[src/rtl/toggler_pkg.sv]
// Shared constants and helpers for the toggler_unit slice.
package toggler_pkg;

    localparam int TOGGLER_CNT_DEFAULT_W = 16;
    localparam int SAT_W = 32;

    // Saturating increment; callers zero-extend narrower counters into SAT_W bits.
    function automatic logic [SAT_W-1:0] sat_inc(
        input logic [SAT_W-1:0] cnt,
        input logic [SAT_W-1:0] max
    );
        return (cnt >= max) ? cnt : cnt + SAT_W'(1);
    endfunction

endpackage

[src/rtl/toggler_unit_bit.sv]
// toggler_bit: one T flip-flop with synchronous reset and parallel load.
module toggler_bit (
    input  logic clk,
    input  logic rst,
    input  logic rst_val,
    input  logic t_i,
    input  logic ld_i,
    input  logic d_i,
    output logic q_o
);

    always_ff @(posedge clk) begin
        // NOTE: state flops use non-blocking assignments so every flop samples pre-edge values.
        if (rst) begin
            q_o <= rst_val;
        end else if (ld_i) begin
            q_o <= d_i;
        end else if (t_i) begin
            q_o <= ~q_o;
        end
    end

endmodule

[src/rtl/toggler_unit.sv]
// toggler_unit: WIDTH independent T flip-flops with parallel load and change strobe.
// Define TOGGLER_CNT_EN to add the saturating toggle-cycle counter toggle_cnt_o.
module toggler_unit
    import toggler_pkg::*;
#(
    parameter int               WIDTH     = 1,
    parameter logic [WIDTH-1:0] RESET_VAL = '0,
    parameter int               CNT_W     = TOGGLER_CNT_DEFAULT_W
) (
    input  logic             clk,
    input  logic             rst,
    input  logic [WIDTH-1:0] toggle_i,
    input  logic             load_i,
    input  logic [WIDTH-1:0] load_val_i,
    output logic [WIDTH-1:0] q_o,
    output logic             changed_o
`ifdef TOGGLER_CNT_EN
    ,
    output logic [CNT_W-1:0] toggle_cnt_o
`endif
);

    if (WIDTH < 1 || CNT_W < 1 || CNT_W > SAT_W) begin : g_param_check
        $error("toggler_unit: WIDTH must be >= 1 and CNT_W within 1..32");
    end

    for (genvar i = 0; i < WIDTH; i++) begin : g_bit
        toggler_bit u_bit (
            .clk     (clk),
            .rst     (rst),
            .rst_val (RESET_VAL[i]),
            .t_i     (toggle_i[i]),
            .ld_i    (load_i),
            .d_i     (load_val_i[i]),
            .q_o     (q_o[i])
        );
    end

    // Mirror of the per-bit next-state, used only to detect a change of q_o.
    logic [WIDTH-1:0] next_q;
    assign next_q = load_i ? load_val_i : (q_o ^ toggle_i);

    always_ff @(posedge clk) begin
        if (rst) begin
            changed_o <= 1'b0;
        end else begin
            changed_o <= (next_q != q_o);
        end
    end

`ifdef TOGGLER_CNT_EN
    localparam logic [SAT_W-1:0] CNT_MAX = {SAT_W{1'b1}} >> (SAT_W - CNT_W);

    // A load cycle never counts, even if toggle_i is non-zero.
    always_ff @(posedge clk) begin
        if (rst) begin
            toggle_cnt_o <= '0;
        end else if (!load_i && (|toggle_i)) begin
            toggle_cnt_o <= CNT_W'(sat_inc(SAT_W'(toggle_cnt_o), CNT_MAX));
        end
    end
`endif

    a_inputs_known: assert property (@(posedge clk) disable iff (rst)
        !$isunknown({toggle_i, load_i}));

endmodule

[config.mk]
export PLATFORM = sky130hd
export DESIGN_NAME = toggler_unit
export DESIGN_NICKNAME = d
export VERILOG_FILES = /design/src/rtl/toggler_pkg.sv /design/src/rtl/toggler_unit_bit.sv /design/src/rtl/toggler_unit.sv
export SDC_FILE = /design/constraint.sdc
export NUM_CORES = 1
export LEC_CHECK = 0
export ABC_CLOCK_PERIOD_IN_PS = 2350
export CAP_MARGIN = 40
export CORE_AREA = 3 3 40 42
export DETAILED_ROUTE_END_ITERATION = 8
export DIE_AREA = 0 0 43 45
export DONT_BUFFER_PORTS = 1
export GPL_ROUTABILITY_DRIVEN = 0
export PLACE_DENSITY = 0.3
export SYNTH_ARGS = -nofsm -noshare
export SYNTH_HDL_FRONTEND = slang
export SYNTH_SLANG_ARGS = --single-unit
[constraint.sdc]
create_clock -name clk -period 2.35 [get_ports clk]
set_clock_uncertainty 0.2 [all_clocks]
set_input_delay 0.1175 -clock clk [delete_from_list [all_inputs] [get_ports clk]]
set_output_delay 0.1175 -clock clk [all_outputs]
set_load 0.005 [all_outputs]
[Word level (Yosys, flattened, before mapping)]
Index checks and enable logic that the tools add are counted.
Widths: inputs -> output; s select.
Cells by class
  equality and inequality tests: 1
  multiplexer cells: 3
  bitwise gates (word level): 2
  reduce and logical (&&, ||, !) cells: 1
Operators by type and width (count)
  $mux 1: 3
  $reduce_bool 2->1: 1
  $ne 1x1->1: 1
  $not 1->1: 1
  $xor 1x1->1: 1
Word-level totals
  flip-flop bits (word level): 2
  bits of input ports: 5
  output and inout port bits: 2
  word-level logic and storage cells: 9

[Logic depth before layout (Yosys ltp)]
  word-level depth: 3
  gate-level depth with buffers: 2

[By module]
A second synthesis with hierarchy kept.
Second synthesis, totals
  cells, all modules: 11
  area, all modules: 110.1 um^2
Modules (own cells, without submodules)
  toggler_bit: instances 1, cells each 6, area an instance 61.3 um^2, sequential area each 30.0 um^2
  toggler_unit: instances 1, cells each 5, area an instance 48.8 um^2, sequential area each 20.0 um^2

[Worst setup path after synthesis]
Ideal clock, no wire load.
  path kind: register to register
  start point: reg g_bit[0].u_bit.q_o
  end point: reg changed_o
  library setup time: 0.086 ns
  arrival time: 0.644 ns
  path slack: 1.420 ns
  cell stages (with the launch flop): 3
  period minus slack after synthesis: 0.930 ns
  path through: dfxtp_1 xnor2_1 a211oi_1
Between the ends
  cells in the longest elaborated chain, start to end: 3
Ends and longest elaborated chain
  start, declared: RTL line toggler_unit_bit.sv:9  | output logic q_o
  start signal, assigned: RTL line toggler_unit_bit.sv:15  | q_o <= rst_val;
  start signal, assigned: RTL line toggler_unit_bit.sv:17  | q_o <= d_i;
  start signal, assigned: RTL line toggler_unit_bit.sv:19  | q_o <= ~q_o;
  $xor 1x1->1: RTL line toggler_unit.sv:41  | assign next_q = load_i ? load_val_i : (q_o ^ toggle_i);
  $mux 1: RTL line toggler_unit.sv:41
  $ne 1x1->1 (*): RTL line toggler_unit.sv:47  | changed_o <= (next_q != q_o);
  end signal, assigned: RTL line toggler_unit.sv:47
  end, declared: RTL line toggler_unit.sv:16  | output logic changed_o
Every way passes the cells marked *; elsewhere a longest branch is shown, timed or not.
A chain may end at the register's enable or synchronous reset.

[Final worst setup path]
  start point: reg g_bit[0].u_bit.q_o
  end point: reg g_bit[0].u_bit.q_o
Between the ends
  cells in the longest elaborated chain, start to end: 3
Ends and longest elaborated chain
  $not 1->1: RTL line toggler_unit_bit.sv:19
  $mux 1: RTL line toggler_unit_bit.sv:18  | end else if (t_i) begin
  $mux 1: RTL line toggler_unit_bit.sv:16  | end else if (ld_i) begin
No other way between the ends. The select of a mux whose other input is x is not followed.

==> impl_metrics.json <==
{
  "cts.root.buffer_cell": "clkbuf_4",
  "rr_startpoint": "g_bit[0].u_bit.q_o",
  "synth.cell_area_um2": 86.33,
  "outcome": "complete, no violations",
  "min-delay-path-class": "input pin to flip-flop",
  "clock_tree.buffer_depth": 2,
  "routed_via_density": 3.032,
  "relSlewSlack_pct": 86.66,
  "dpl.cell_count": 24,
  "fin_worst_hold_slack_ns": 0.3864,
  "numClockSinks": 2,
  "worst-slew-pin-transition_ns": 0.1999,
  "final-hold-violation-count": 0,
  "ioPinCount": 7,
  "placedInstanceArea_um2": 105.1,
  "mappedNetlistNets": 14,
  "detailedRoute.firstPassIterationCount": 1,
  "postCtsSetupBuffers": 0,
  "fp-row-count": 13,
  "worstSetupStartpointType": "flip-flop",
  "gr-usage-all-layers_pct": 4.153,
  "setup_tns_final_ns": 0,
  "layout.core_utilization_pct": 13.05,
  "die_y_um": 45,
  "number_of_maximum_capacitance_constraint_violations": 0,
  "routed_wire_length_per_instance_um": 10.13,
  "maxClockFrequency_mhz": 638.9,
  "fin_crit_sh_pct": 66.61,
  "drive_above_1_share_pct": 18.75,
  "initial_utilization_pct": 6.719,
  "drc_errors": 0,
  "leakage_power_nw": 0.06542,
  "holdBufCountCts": 4,
  "cts.clk_slew.worst_paths_ns": 0.03,
  "numCtsBuffers": 3,
  "final_design_area_no_fill_um2": 167.7,
  "finalSetupViolations": 0,
  "die_x_um": 43,
  "worst_setup_path_end_kind": "flip-flop",
  "detailroute.via_count": 94,
  "core_mm2": 0.001285,
  "area_delta_synth_final_pct": 94.20,
  "netlist-cell-type-count": 6,
  "htree_levels": 1,
  "worstPathRequired_ns": 2.31,
  "postRouteWirelength_um": 314,
  "synth.yosys.seq_area_share_pct": 46.38,
  "synth-warning-count": 0,
  "clkLatencyLatePin_ns": 0.22,
  "grt_overflow_total": 0,
  "fp.dieArea_mm2": 0.001935,
  "antenna_found_initial": 0,
  "worstPathArrival_ns": 1.53,
  "drtIter0Drc": 0,
  "worst_hold_startpoint": "load_i",
  "peakVddDrop_uv": 233.6,
  "first_global_vias": 133,
  "antenna_left": 0,
  "finish.cell_count_without_fillers": 31,
  "grt_max_degree": 4,
  "timing.hold.worst_path_depth": 3,
  "crit_type": "flip-flop to flip-flop",
  "placement.io_buffers": 0,
  "layout.cells.most_common": "dlygate4sd3_1",
  "worstPathMaxFanout": 3,
  "syn_avg_cell_area_um2": 9.593,
  "finalWorstPathRequiredPeriod_ns": 1.565,
  "rsz0062_at_grt": "no",
  "timing.final.max_slew_violations": 0,
  "fillCellCount": 149,
  "reg2reg_setup_slack_ns": 0.78,
  "syn_inst": 9,
  "reg2reg_to": "g_bit[0].u_bit.q_o",
  "grt_first_pass_wirelength_um": 483,
  "ys_ff_latch": 2,
  "timing.reg2reg.worst_path_depth": 3,
  "tritoncts_clock_tree": "done",
  "most-common-layout-cells": "4 x dlygate4sd3_1, 3 x clkbuf_4, 2 x xnor2_1, 2 x a211oi_1, 2 x dfxtp_1",
  "power_per_cell_area_mw_per_mm2": 777.0,
  "cts_resized": 0,
  "timing.hold.worst_endpoint": "g_bit[0].u_bit.q_o",
  "nets": 23,
  "insertedDiodeCount": 0
}
==> power by group <==
part / leakage, nW / switching, W / internal [W]
Clock: 0.0138 / 0.0000185 / 0.0000562
Combinational: 0.0349 / 0.00000436 / 0.0000105
Sequential: 0.0167 / 0.00000341 / 0.0000372
==> worst max-delay path, stage by stage, from the launching register on <==
cell	delay, ns
dfxtp_1	0.41
xnor2_1	0.10
a211oi_1	0.23
dlygate4sd3_1	0.57
==> sequential cells by signal, summed over array words and instances (netlist names) <==
| signal | flops |
|---|---|
| changed_o | 1 |
| g_bit.u_bit.q_o | 1 |
==> per-stage QoR <==
step | setup slack, ns | total power (W)
2_1_floorplan | 1.420 | 0.00004651
3_3_place_gp | 1.355 | 0.00004796
3_5_place_dp | 1.334 | 0.00004855
4_1_cts | 0.8008 | 0.0001348
5_1_grt | 0.6709 | 0.0001401
6_report | 0.7847 | 0.0001303
==> routing by layer <==
layer / vias up / global-route usage, % / wire, um
met3: 0 / 3.187 / 43
met4: 0 / 5.422 / 0
li1: 44 / - / -
met1: 43 / 3.589 / 125
met2: 7 / 5.389 / 145
met5: - / 0 / 0
==> logic make-up after synthesis <==
kind of cell              after synthesis  synth area share (%)
buffers and inverters                   1                 4.344
DFF                                     2                 46.38
AOI/OAI and AO/OA                       2                 17.39
xor gates and xnor gates                2                 20.29
and+or+nand+nor                         2                 11.59
==> area by class of cell <==
class | instances | area (um^2) | area share (%)
tap | 15 | 18.77 | 11.19
timing repair buffer | 4 | 40.04 | 23.88
sequential | 2 | 40.04 | 23.88
inverter | 1 | 3.754 | 2.239
multi-input combinational | 6 | 42.54 | 25.37
clock buffer | 3 | 22.52 | 13.43
==> worst max-delay path by stage <==
stage / depth (start not counted) / end / from
final: 3 / g_bit[0].u_bit.q_o / g_bit[0].u_bit.q_o
after CTS: 3 / g_bit[0].u_bit.q_o / g_bit[0].u_bit.q_o
after global routing: 3 / g_bit[0].u_bit.q_o / g_bit[0].u_bit.q_o
after global placement: 2 / g_bit[0].u_bit.q_o / g_bit[0].u_bit.q_o
after detailed placement: 2 / g_bit[0].u_bit.q_o / g_bit[0].u_bit.q_o
after floorplan: 2 / changed_o / g_bit[0].u_bit.q_o
==> synth_stat cells <==
| master | count | area [um^2] |
|---|---|---|
| a211oi_1 | 2 | 15.01 |
| dfxtp_1 | 2 | 40.04 |
| xnor2_1 | 2 | 17.52 |
| inv_1 | 1 | 3.750 |
| nor2_1 | 1 | 3.750 |
| nor2b_1 | 1 | 6.260 |
Power figures use the tool's default switching activity.
